--- src/rtl/preproc_regs_pkg.sv ---
// Shared definitions for the preprocessing-stage AXI-Lite register bank.
// Holds the register map, CTRL bit positions, AXI response codes and the
// write/read channel state encodings. Imported by the RTL and the bench.
package preproc_regs_pkg;

    localparam logic [3:0] OFFSET_ADDR     = 4'h0;
    localparam logic [3:0] SEL_SOURCE_ADDR = 4'h4;
    localparam logic [3:0] CTRL_ADDR       = 4'h8;
    localparam logic [3:0] ID_ADDR         = 4'hC;

    localparam int CTRL_ENABLE_BIT = 0;
    localparam int CTRL_CLEAR_BIT  = 1;

    localparam logic [1:0] RESP_OKAY   = 2'b00;
    localparam logic [1:0] RESP_SLVERR = 2'b10;

    typedef enum logic [1:0] {
        W_IDLE      = 2'd0,
        W_NEED_DATA = 2'd1,
        W_NEED_ADDR = 2'd2,
        W_RESP      = 2'd3
    } wr_state_t;

    typedef enum logic {
        R_IDLE = 1'b0,
        R_DATA = 1'b1
    } rd_state_t;

endpackage

--- src/rtl/axil_wr_channel.sv ---
// AXI-Lite write channel: accepts AW and W in either order (or together),
// latches whichever arrives first, and issues a one-cycle commit strobe with
// the assembled address/data/strobe on the edge that completes the pair.
// The B response rises on that same edge.
//
// Ports:
//   s_axi_aclk, s_axi_aresetn      clock, synchronous active-low reset
//   s_axi_aw*, s_axi_w*, s_axi_b*  AXI-Lite write address/data/response
//   commit                         high in the cycle the write completes
//   commit_addr/data/strb          write contents, valid while commit=1
//
// state       | meaning
// W_IDLE      | ready for AW and W
// W_NEED_DATA | address latched, waiting for W
// W_NEED_ADDR | data/strobe latched, waiting for AW
// W_RESP      | bvalid high, waiting for bready
module axil_wr_channel
    import preproc_regs_pkg::*;
#(
    parameter int ADDR_WIDTH  = 4,
    parameter int DATA_WIDTH  = 32,
    parameter int WSTRB_WIDTH = DATA_WIDTH / 8
) (
    input  logic                   s_axi_aclk,
    input  logic                   s_axi_aresetn,
    input  logic [ADDR_WIDTH-1:0]  s_axi_awaddr,
    input  logic                   s_axi_awvalid,
    output logic                   s_axi_awready,
    input  logic [DATA_WIDTH-1:0]  s_axi_wdata,
    input  logic [WSTRB_WIDTH-1:0] s_axi_wstrb,
    input  logic                   s_axi_wvalid,
    output logic                   s_axi_wready,
    output logic [1:0]             s_axi_bresp,
    output logic                   s_axi_bvalid,
    input  logic                   s_axi_bready,
    output logic                   commit,
    output logic [ADDR_WIDTH-1:0]  commit_addr,
    output logic [DATA_WIDTH-1:0]  commit_data,
    output logic [WSTRB_WIDTH-1:0] commit_strb
);

    wr_state_t              state;
    logic [ADDR_WIDTH-1:0]  addr_q;
    logic [DATA_WIDTH-1:0]  data_q;
    logic [WSTRB_WIDTH-1:0] strb_q;
    logic                   aw_hs;
    logic                   w_hs;
    logic [1:0]             commit_resp;

    assign aw_hs = s_axi_awvalid & s_axi_awready;
    assign w_hs  = s_axi_wvalid & s_axi_wready;

    // Commit is combinational so the register file captures the write on the
    // same edge that raises bvalid.
    always_comb begin
        commit      = 1'b0;
        commit_addr = s_axi_awaddr;
        commit_data = s_axi_wdata;
        commit_strb = s_axi_wstrb;
        case (state)
            W_IDLE:      commit = aw_hs & w_hs;
            W_NEED_DATA: begin
                commit      = w_hs;
                commit_addr = addr_q;
            end
            W_NEED_ADDR: begin
                commit      = aw_hs;
                commit_data = data_q;
                commit_strb = strb_q;
            end
            default:     commit = 1'b0;
        endcase
    end

    // The ID register is read-only; writing it is reported as SLVERR.
    assign commit_resp = (commit_addr[3:2] == ID_ADDR[3:2]) ? RESP_SLVERR : RESP_OKAY;

    always_ff @(posedge s_axi_aclk) begin
        if (!s_axi_aresetn) begin
            state         <= W_IDLE;
            s_axi_awready <= 1'b0;
            s_axi_wready  <= 1'b0;
            s_axi_bvalid  <= 1'b0;
            s_axi_bresp   <= RESP_OKAY;
            addr_q        <= '0;
            data_q        <= '0;
            strb_q        <= '0;
        end else begin
            case (state)
                W_IDLE: begin
                    // Readies come up one cycle after reset release.
                    s_axi_awready <= 1'b1;
                    s_axi_wready  <= 1'b1;
                    if (commit) begin
                        s_axi_awready <= 1'b0;
                        s_axi_wready  <= 1'b0;
                        s_axi_bvalid  <= 1'b1;
                        s_axi_bresp   <= commit_resp;
                        state         <= W_RESP;
                    end else if (aw_hs) begin
                        addr_q        <= s_axi_awaddr;
                        s_axi_awready <= 1'b0;
                        state         <= W_NEED_DATA;
                    end else if (w_hs) begin
                        data_q        <= s_axi_wdata;
                        strb_q        <= s_axi_wstrb;
                        s_axi_wready  <= 1'b0;
                        state         <= W_NEED_ADDR;
                    end
                end
                W_NEED_DATA: begin
                    if (commit) begin
                        s_axi_wready <= 1'b0;
                        s_axi_bvalid <= 1'b1;
                        s_axi_bresp  <= commit_resp;
                        state        <= W_RESP;
                    end
                end
                W_NEED_ADDR: begin
                    if (commit) begin
                        s_axi_awready <= 1'b0;
                        s_axi_bvalid  <= 1'b1;
                        s_axi_bresp   <= commit_resp;
                        state         <= W_RESP;
                    end
                end
                W_RESP: begin
                    if (s_axi_bready) begin
                        s_axi_bvalid  <= 1'b0;
                        s_axi_awready <= 1'b1;
                        s_axi_wready  <= 1'b1;
                        state         <= W_IDLE;
                    end
                end
                default: state <= W_IDLE;
            endcase
        end
    end

endmodule

--- src/rtl/preproc_axil_regs.sv ---
// AXI-Lite register bank driving static configuration into the
// preprocessing datapath (DC offset, source select, enable, clear pulse).
//
// Ports:
//   s_axi_aclk, s_axi_aresetn  clock, synchronous active-low reset
//   s_axi_*                    AXI-Lite slave (write via axil_wr_channel)
//   offset_o                   signed DC offset
//   sel_source_o               input-source select
//   enable_o                   datapath enable
//   clear_o                    one-cycle clear pulse (CTRL bit1 write-1)
//
// Map: 0x0 OFFSET[15:0] RW, 0x4 SEL_SOURCE[4:0] RW,
//      0x8 CTRL (bit0 ENABLE RW, bit1 CLEAR pulse), 0xC ID RO.
//
// state  | meaning
// R_IDLE | arready high, waiting for AR
// R_DATA | rvalid high with captured data, waiting for rready
module preproc_axil_regs
    import preproc_regs_pkg::*;
#(
    parameter int                    DATA_WIDTH  = 32,
    parameter int                    ADDR_WIDTH  = 4,
    parameter int                    WSTRB_WIDTH = DATA_WIDTH / 8,
    parameter logic [DATA_WIDTH-1:0] ID_VALUE    = 32'h5050_0001
) (
    input  logic                   s_axi_aclk,
    input  logic                   s_axi_aresetn,
    input  logic [ADDR_WIDTH-1:0]  s_axi_awaddr,
    input  logic                   s_axi_awvalid,
    output logic                   s_axi_awready,
    input  logic [DATA_WIDTH-1:0]  s_axi_wdata,
    input  logic [WSTRB_WIDTH-1:0] s_axi_wstrb,
    input  logic                   s_axi_wvalid,
    output logic                   s_axi_wready,
    output logic [1:0]             s_axi_bresp,
    output logic                   s_axi_bvalid,
    input  logic                   s_axi_bready,
    input  logic [ADDR_WIDTH-1:0]  s_axi_araddr,
    input  logic                   s_axi_arvalid,
    output logic                   s_axi_arready,
    output logic [DATA_WIDTH-1:0]  s_axi_rdata,
    output logic [1:0]             s_axi_rresp,
    output logic                   s_axi_rvalid,
    input  logic                   s_axi_rready,
    output logic [15:0]            offset_o,
    output logic [4:0]             sel_source_o,
    output logic                   enable_o,
    output logic                   clear_o
);

    logic                   wr_commit;
    logic [ADDR_WIDTH-1:0]  wr_addr;
    logic [DATA_WIDTH-1:0]  wr_data;
    logic [WSTRB_WIDTH-1:0] wr_strb;
    rd_state_t              rd_state;
    logic [DATA_WIDTH-1:0]  rd_word;
    logic                   unused_bits;

    axil_wr_channel #(
        .ADDR_WIDTH  (ADDR_WIDTH),
        .DATA_WIDTH  (DATA_WIDTH),
        .WSTRB_WIDTH (WSTRB_WIDTH)
    ) u_wr_channel (
        .s_axi_aclk    (s_axi_aclk),
        .s_axi_aresetn (s_axi_aresetn),
        .s_axi_awaddr  (s_axi_awaddr),
        .s_axi_awvalid (s_axi_awvalid),
        .s_axi_awready (s_axi_awready),
        .s_axi_wdata   (s_axi_wdata),
        .s_axi_wstrb   (s_axi_wstrb),
        .s_axi_wvalid  (s_axi_wvalid),
        .s_axi_wready  (s_axi_wready),
        .s_axi_bresp   (s_axi_bresp),
        .s_axi_bvalid  (s_axi_bvalid),
        .s_axi_bready  (s_axi_bready),
        .commit        (wr_commit),
        .commit_addr   (wr_addr),
        .commit_data   (wr_data),
        .commit_strb   (wr_strb)
    );

    // Register file. Only the byte lanes covering implemented bits matter.
    always_ff @(posedge s_axi_aclk) begin
        if (!s_axi_aresetn) begin
            offset_o     <= '0;
            sel_source_o <= '0;
            enable_o     <= 1'b0;
            clear_o      <= 1'b0;
        end else begin
            clear_o <= 1'b0;
            if (wr_commit) begin
                case (wr_addr[3:2])
                    OFFSET_ADDR[3:2]: begin
                        if (wr_strb[0]) offset_o[7:0]  <= wr_data[7:0];
                        if (wr_strb[1]) offset_o[15:8] <= wr_data[15:8];
                    end
                    SEL_SOURCE_ADDR[3:2]: begin
                        if (wr_strb[0]) sel_source_o <= wr_data[4:0];
                    end
                    CTRL_ADDR[3:2]: begin
                        if (wr_strb[0]) begin
                            enable_o <= wr_data[CTRL_ENABLE_BIT];
                            clear_o  <= wr_data[CTRL_CLEAR_BIT];
                        end
                    end
                    default: ;
                endcase
            end
        end
    end

    // Read mux sees the current (pre-write) register values, so a read
    // captured on the same edge as a write commit returns the old value.
    always_comb begin
        rd_word = '0;
        case (s_axi_araddr[3:2])
            OFFSET_ADDR[3:2]:     rd_word[15:0] = offset_o;
            SEL_SOURCE_ADDR[3:2]: rd_word[4:0]  = sel_source_o;
            CTRL_ADDR[3:2]:       rd_word[CTRL_ENABLE_BIT] = enable_o;
            default:              rd_word = ID_VALUE;
        endcase
    end

    always_ff @(posedge s_axi_aclk) begin
        if (!s_axi_aresetn) begin
            rd_state      <= R_IDLE;
            s_axi_arready <= 1'b0;
            s_axi_rvalid  <= 1'b0;
            s_axi_rdata   <= '0;
            s_axi_rresp   <= RESP_OKAY;
        end else begin
            case (rd_state)
                R_IDLE: begin
                    s_axi_arready <= 1'b1;
                    if (s_axi_arvalid && s_axi_arready) begin
                        s_axi_rdata   <= rd_word;
                        s_axi_rresp   <= RESP_OKAY;
                        s_axi_rvalid  <= 1'b1;
                        s_axi_arready <= 1'b0;
                        rd_state      <= R_DATA;
                    end
                end
                R_DATA: begin
                    if (s_axi_rready) begin
                        s_axi_rvalid  <= 1'b0;
                        s_axi_arready <= 1'b1;
                        rd_state      <= R_IDLE;
                    end
                end
                default: rd_state <= R_IDLE;
            endcase
        end
    end

    // Address low bits and unimplemented data/strobe lanes are don't-care.
    assign unused_bits = ^{wr_addr, wr_data, wr_strb, s_axi_araddr};

endmodule

--- config.mk ---
export PLATFORM = sky130hd
export DESIGN_NAME = preproc_axil_regs
export DESIGN_NICKNAME = d
export VERILOG_FILES = /design/src/rtl/preproc_regs_pkg.sv /design/src/rtl/axil_wr_channel.sv /design/src/rtl/preproc_axil_regs.sv
export SDC_FILE = /design/constraint.sdc
export NUM_CORES = 1
export LEC_CHECK = 0
export CAP_MARGIN = 20
export CORE_MARGIN = 10
export CORE_UTILIZATION = 45
export CTS_CLUSTER_DIAMETER = 100
export DETAILED_ROUTE_END_ITERATION = 10
export GPL_TIMING_DRIVEN = 0
export PLACE_DENSITY_LB_ADDON = 0.2
export SETUP_SLACK_MARGIN = 0.15
export SLEW_MARGIN = 20
export SYNTH_ARGS = -nofsm -noshare
export SYNTH_HDL_FRONTEND = slang
export SYNTH_SLANG_ARGS = --single-unit
--- constraint.sdc ---
create_clock -name s_axi_aclk -period 2.3 [get_ports s_axi_aclk]
set_input_delay 0.345 -clock s_axi_aclk [delete_from_list [all_inputs] [get_ports s_axi_aclk]]
set_output_delay 0.345 -clock s_axi_aclk [all_outputs]
set_load 0.01 [all_outputs]
* Word level (Yosys, flattened, before mapping) *
Cells that the tools add are included.

storage, ports and cells
  bits in writable memories = 0
  memories = 0
  logic and storage cells = 98
  latch bits = 0
  register bits after elaboration = 87
  bits in read-only memories = 0

operators by class
  $lt $le $gt $ge = 0
  shift-type cells = 0
  $mul = 0
  eq/ne operators = 16
  bitwise operators = 6
  multiplexer cells = 36
  add/subtract/negate cells = 0
  div/mod/pow operators = 0
  reduce and logical (&&, ||, !) cells = 23

operators with widths
  kind                                                    count
  AND reduction 3 bit                                     8
  2-to-1 mux 16 bit                                       1
  2-to-1 mux 1 bit                                        15
  2-to-1 mux 15 bit                                       1
  2-to-1 mux 2 bit                                        7
  case mux 1 bit (3 select lines)                         4
  2-to-1 mux 11 bit                                       1
  == test 2 bit (second input constant)                   5
  inequality test 2 x 1 -> 1 bit (second input constant)  4
  case mux 1 bit (2 select lines)                         4
  case mux 4 bit (2 select lines)                         1
  AND reduction 2 bit                                     4
  AND reduction 4 bit                                     2
  == test 2 x 1 -> 1 bit (second input constant)          3
  logical NOT 2 bit                                       3
  inequality test 2 bit (second input constant)           3
  case mux 2 bit (3 select lines)                         1
  nonzero test 3 bit                                      2
  OR reduction 3 bit                                      2
  2-to-1 mux 4 bit                                        1
  inequality test 4 x 1 -> 1 bit (second input constant)  1
  bitwise AND 1 bit                                       3
  inverter 1 bit                                          3
  OR reduction 2 bit                                      1
  logical AND 1 bit                                       1

* Longest topological paths before layout *
Gate-level depths: netlist of run 1.

  depth after elaboration = 5
  depth in mapped cells = 9
  depth with buffers taken out = 6

* Cells and area by module *
A second synthesis of run 1 with hierarchy kept.

unflattened totals
  cells, all modules = 456
  area, all modules = 4350.4 µm²

by module, submodules not included
  module             sequential area each (µm²)  area each (µm²)  instances  cells each
  axil_wr_channel    920.9                       2491.1           1          275
  preproc_axil_regs  860.8                       1859.3           1          181

* Worst setup path after synthesis of run 1 *
Ideal clock, no wire load.

  kind = reg-to-reg
  start point = reg u_wr_channel.state[1]
  end point = reg offset_o[2]
  cell stages (with the launch flop) = 9
  period minus slack after synthesis = 1970 ps
  path slack = 330 ps
  arrival time = 1899 ps
  path buffers = 2
  data required time = 2228 ps
  cells stage by stage = dfxtp_1 > inv_1 > ha_1 > buf_4 > or3_1 > a21oi_1 > and2_1 > buf_2 > mux2i_1

on the way
  longest elaborated chain between the ends = 4
  elaborated cells on any way between the ends = 9

RTL lines
  what                                  line                     text
  from (decl)                           axil_wr_channel.sv:42    wr_state_t state;
  from (signal assigned)                axil_wr_channel.sv:80    state <= W_IDLE;
  from (signal assigned)                axil_wr_channel.sv:99    state <= W_RESP;
  from (signal assigned)                axil_wr_channel.sv:103   state <= W_NEED_DATA;
  == test 2 x 1 -> 1 bit                axil_wr_channel.sv:60    case (state)
  2-to-1 mux 4 bit                      axil_wr_channel.sv:60
  logical NOT 2 bit                     preproc_axil_regs.sv:92  case (wr_addr[3:2])
  AND reduction 3 bit (no source line)  --
  to (signal assigned)                  preproc_axil_regs.sv:94  if (wr_strb[0]) offset_o[7:0] <= wr_data[7:0];
  to (decl)                             preproc_axil_regs.sv:45  output logic [15:0] offset_o,

Several ways; a longest one is shown, not always the timed one.
A chain may end at the register's enable or synchronous reset.

* Worst setup path in the final report of run 1 *
  start point = reg u_wr_channel.state[0]
  end point = reg enable_o

on the way
  longest elaborated chain between the ends = 4
  elaborated cells on any way between the ends = 9

RTL lines
  what                                  line                      text
  == test 2 x 1 -> 1 bit                axil_wr_channel.sv:60
  2-to-1 mux 4 bit                      axil_wr_channel.sv:60
  == test 2 bit                         preproc_axil_regs.sv:92
  AND reduction 3 bit (no source line)  --
  to (signal assigned)                  preproc_axil_regs.sv:102  enable_o <= wr_data[CTRL_ENABLE_BIT];
  to (decl)                             preproc_axil_regs.sv:47   output logic enable_o,

Several ways; a longest one is shown, not always the timed one.

==> impl_metrics.yaml, run 1 <==
critical_path:
  slowest_stage: "or4b_1"
  path_class: "flip-flop to flip-flop"
  critPathCaptureType: "flip-flop"
  worst_ep_arrival_time_ns: 2.27
  cp.buffers_inverters: 1
  ff2ff_path_depth: 6
  path_cells: "inv_1 > ha_2 > a31oi_1 > o31a_1 > or4b_1 > mux2i_1"
  path_depth: 6
  r2r_setup_slack_ns: 0.27
  critPathLaunchType: "flip-flop"
  crit_family: "simple AND/OR/NAND/NOR gates"
  critical-path-max-stage-delay_ns: 0.58
  cp_max_fo: 8
  cp.required_ns: 2.54
routing:
  vias_per_cell: 5.00
  route.vias.total: 2755
  drt_pass1_iterations: 4
  wl_mm: 8.43
  antenna_left: 0
  post_drt_wl_per_cell_microns: 15.3
  drt_first_iter_violations: 147
  drc_errors: 0
place:
  hpwl_mm: 6.33
  io_buffers: 74
  gp_congestion: 0.801
  dpl_cell_area_sq_mm: 0.00408
die:
  rows: 30
  die_x_microns: 104
  initial_core_util_pct: 46.3
  die_y_microns: 104
  io_pins: 115
  die_area_sq_mm: 0.0108
  core-area_sq_mm: 0.00683
logic_synthesis:
  synth_compound_area_share_pct: 13.7
  synth_fa_ha_area_share_pct: 1.98
  avgSynthCellArea_sq_um: 9.09
  netlist_area_sq_mm: 0.00316
  synthSimpleGateAreaFrac_pct: 13.6
  ys_warn_count: 0
  synth_seq_cells: 69
  synth_top_family_by_area: "multiplexers"
  synth_xor_area_share_pct: 0
  synth_mux_area_share_pct: 18.6
  yosysUniqueCellTypes: 39
  synthCells: 348
  seq_area_frac_synth_pct: 43.7
clock_network:
  clkSinkCount: 69
  cts_root_buf: "clkbuf_8"
  numCtsBuffers: 9
  clk_path_buf_depth: 2
  htree_levels: 3
  path_clk_slew_ns: 0.07
  clock_latency_ns: 0.35
  cts_hold_buf: 0
  tritoncts: "done"
sta:
  finalSetupViolations: 0
  period_needed_ns: 2.03
  max_slew_margin_pct: 61.9
  rsz0062_at_grt: "no"
  tns_ns: 0
  fin_crit_sh_pct: 88.5
  finalHoldViolations: 0
  fin_worst_skew_ns: 0.0107
  worstMarginPinSlew_ns: 0.571
  timing.final.max_slew_violations: 0
  fmax_ghz: 0.491
hold_path:
  whs_path_depth: 3
  hold_class: "input port to flip-flop"
global_routing:
  grt_pass1_vias: 2714
  grt-ovfl-total: 0
  track_usage_pct: 15.2
  grt_max_degree: 13
  antenna_found_initial: 0
  grt_first_pass_wirelength_mm: 13.7
cells_and_area:
  fin_nets: 506
  drive_above_1_share_pct: 13.0
  layout_common_cells: "clkdlybuf4s50_1 (74), dfxtp_1 (67), mux2i_1 (51), nand2_1 (37), a21oi_1 (34)"
  final_area_sq_mm: 0.00441
  final_common_cell: "clkdlybuf4s50_1"
  area_growth_pct: 39.3
  insertedDiodeCount: 0
  fill_cells: 599
power_and_ir_drop:
  total_power_mw: 3.92
  power_leakage_nw: 1.80
  ir_drop_mv: 0.698
  power.density_mw_per_mm2: 890
outcome:
  status: "complete, no violations"
job:
  cap_viol_max_count: 0
==> cell usage after synthesis (all sizes together) <==
cell / number / area (sq um)
dfxtp: 69 / 1380
mux2i: 51 / 510
nand2: 37 / 139
a21oi: 36 / 184
nor2: 29 / 109
buf: 27 / 185
clkbuf: 16 / 60.1
nand3: 15 / 75.1
a311oi: 8 / 70.1
o21ai: 8 / 40.0
mux2: 7 / 78.8
a211oi: 5 / 37.5
ha: 5 / 62.6
nor3: 5 / 25.0
a31oi: 4 / 25.0
inv: 4 / 15.0
and2: 2 / 12.5
nor2b: 2 / 12.5
o2111ai: 2 / 17.5
o211ai: 2 / 15.0
a2111oi: 1 / 8.76
a21boi: 1 / 7.51
and3b: 1 / 8.76
clkinv: 1 / 3.75
conb: 1 / 3.75
nand2b: 1 / 6.26
nand3b: 1 / 7.51
nand4b: 1 / 8.76
o21a: 1 / 7.51
o31a: 1 / 8.76
o31ai: 1 / 12.5
or3: 1 / 6.26
or3b: 1 / 8.76
or4b: 1 / 10.0
==> cell type report <==
cell class                      count  area [sq um]  area share, %
Multi-Input combinational cell    245          1590           36.0
Sequential cell                    69          1380           31.4
Timing Repair Buffer               77           763           17.3
Buffer                             43           256           5.82
Clock buffer                       11           151           3.43
Clock inverter                      5           129           2.92
Tap cell                           96           120           2.72
Inverter                            5          18.8          0.426
==> worst register-to-register path, cell delays in order (launching register included) <==
cell	delay, ns
dfxtp_2	0.37
inv_1	0.10
ha_2	0.25
a31oi_1	0.16
o31a_1	0.33
or4b_1	0.58
mux2i_1	0.14
==> cells by family (layout without fill, tap and decap cells) <==
family / after synthesis / after routing
flip-flops: 69 / 69
multiplexers: 58 / 58
AO/OA/AOI/OAI: 70 / 70
AND/OR/NAND/NOR: 97 / 97
adder cells (fa/ha/maj): 5 / 5
buffers and inverters: 48 / 141
other: 1 / 15
==> what timing repair did <==
action                     in CTS  in global routing
pin swaps                       0                  3
setup buffers                   0                  3
setup endpoints to repair      10                 36
gates resized for setup         4                  7
==> per-stage QoR <==
step           instances  setup slack [ns]  utilization [%]  hold slack, ns
3_3_place_gp         532            0.0458             59.7           0.438
5_1_grt              551             0.158             64.5           0.422
2_1_floorplan        362             0.330                -           0.442
6_report             551             0.265             64.5           0.390
4_1_cts              548             0.160             64.0           0.382
3_5_place_dp         532            0.0285             59.7           0.448
==> worst paths after layout <==
path,from,end
max,u_wr_channel.state[0],enable_o
min,s_axi_araddr[3],s_axi_rdata[28]
max reg2reg,u_wr_channel.state[0],enable_o
min reg2reg,s_axi_rdata[7],s_axi_rdata[7]
==> layer usage <==
| layer | share of wire (%) | up-vias | GRT usage, % |
|---|---|---|---|
| met4 | 0.91 | 0 | 4.17 |
| met3 | 6.4 | 7 | 5.64 |
| met1 | 47 | 1261 | 19.2 |
| met2 | 46 | 90 | 23.8 |
| li1 | - | 1397 | - |
| met5 | 0 | - | 0 |
==> flip-flops by register name, summed over array words and instances (netlist names), 2 cells and up <==
signal / cells
offset_o: 16
s_axi_rdata: 17
sel_source_o: 5
u_wr_channel.addr_q: 2
u_wr_channel.data_q: 16
u_wr_channel.state: 2
u_wr_channel.strb_q: 2
==> where the power goes <==
part / leakage [nW] / internal (mW) / switching, mW
Clock: 0.140 / 0.893 / 0.469
Combinational: 1.10 / 0.545 / 0.621
Sequential: 0.560 / 1.30 / 0.0947
Total: 1.80 / 2.74 / 1.19
Power figures use the tool's default switching activity.
==> inputs of run 2 (changes only) <==
--- a/config.mk
+++ b/config.mk
@@ -5,6 +5,7 @@
 export SDC_FILE = /design/constraint.sdc
 export NUM_CORES = 1
 export LEC_CHECK = 0
+export ABC_CLOCK_PERIOD_IN_PS = 2300
 export CAP_MARGIN = 20
 export CORE_MARGIN = 10
 export CORE_UTILIZATION = 45
==> results of run 2 <==
Same layout as run 1: the final DEF is identical, and so are final timing and power.
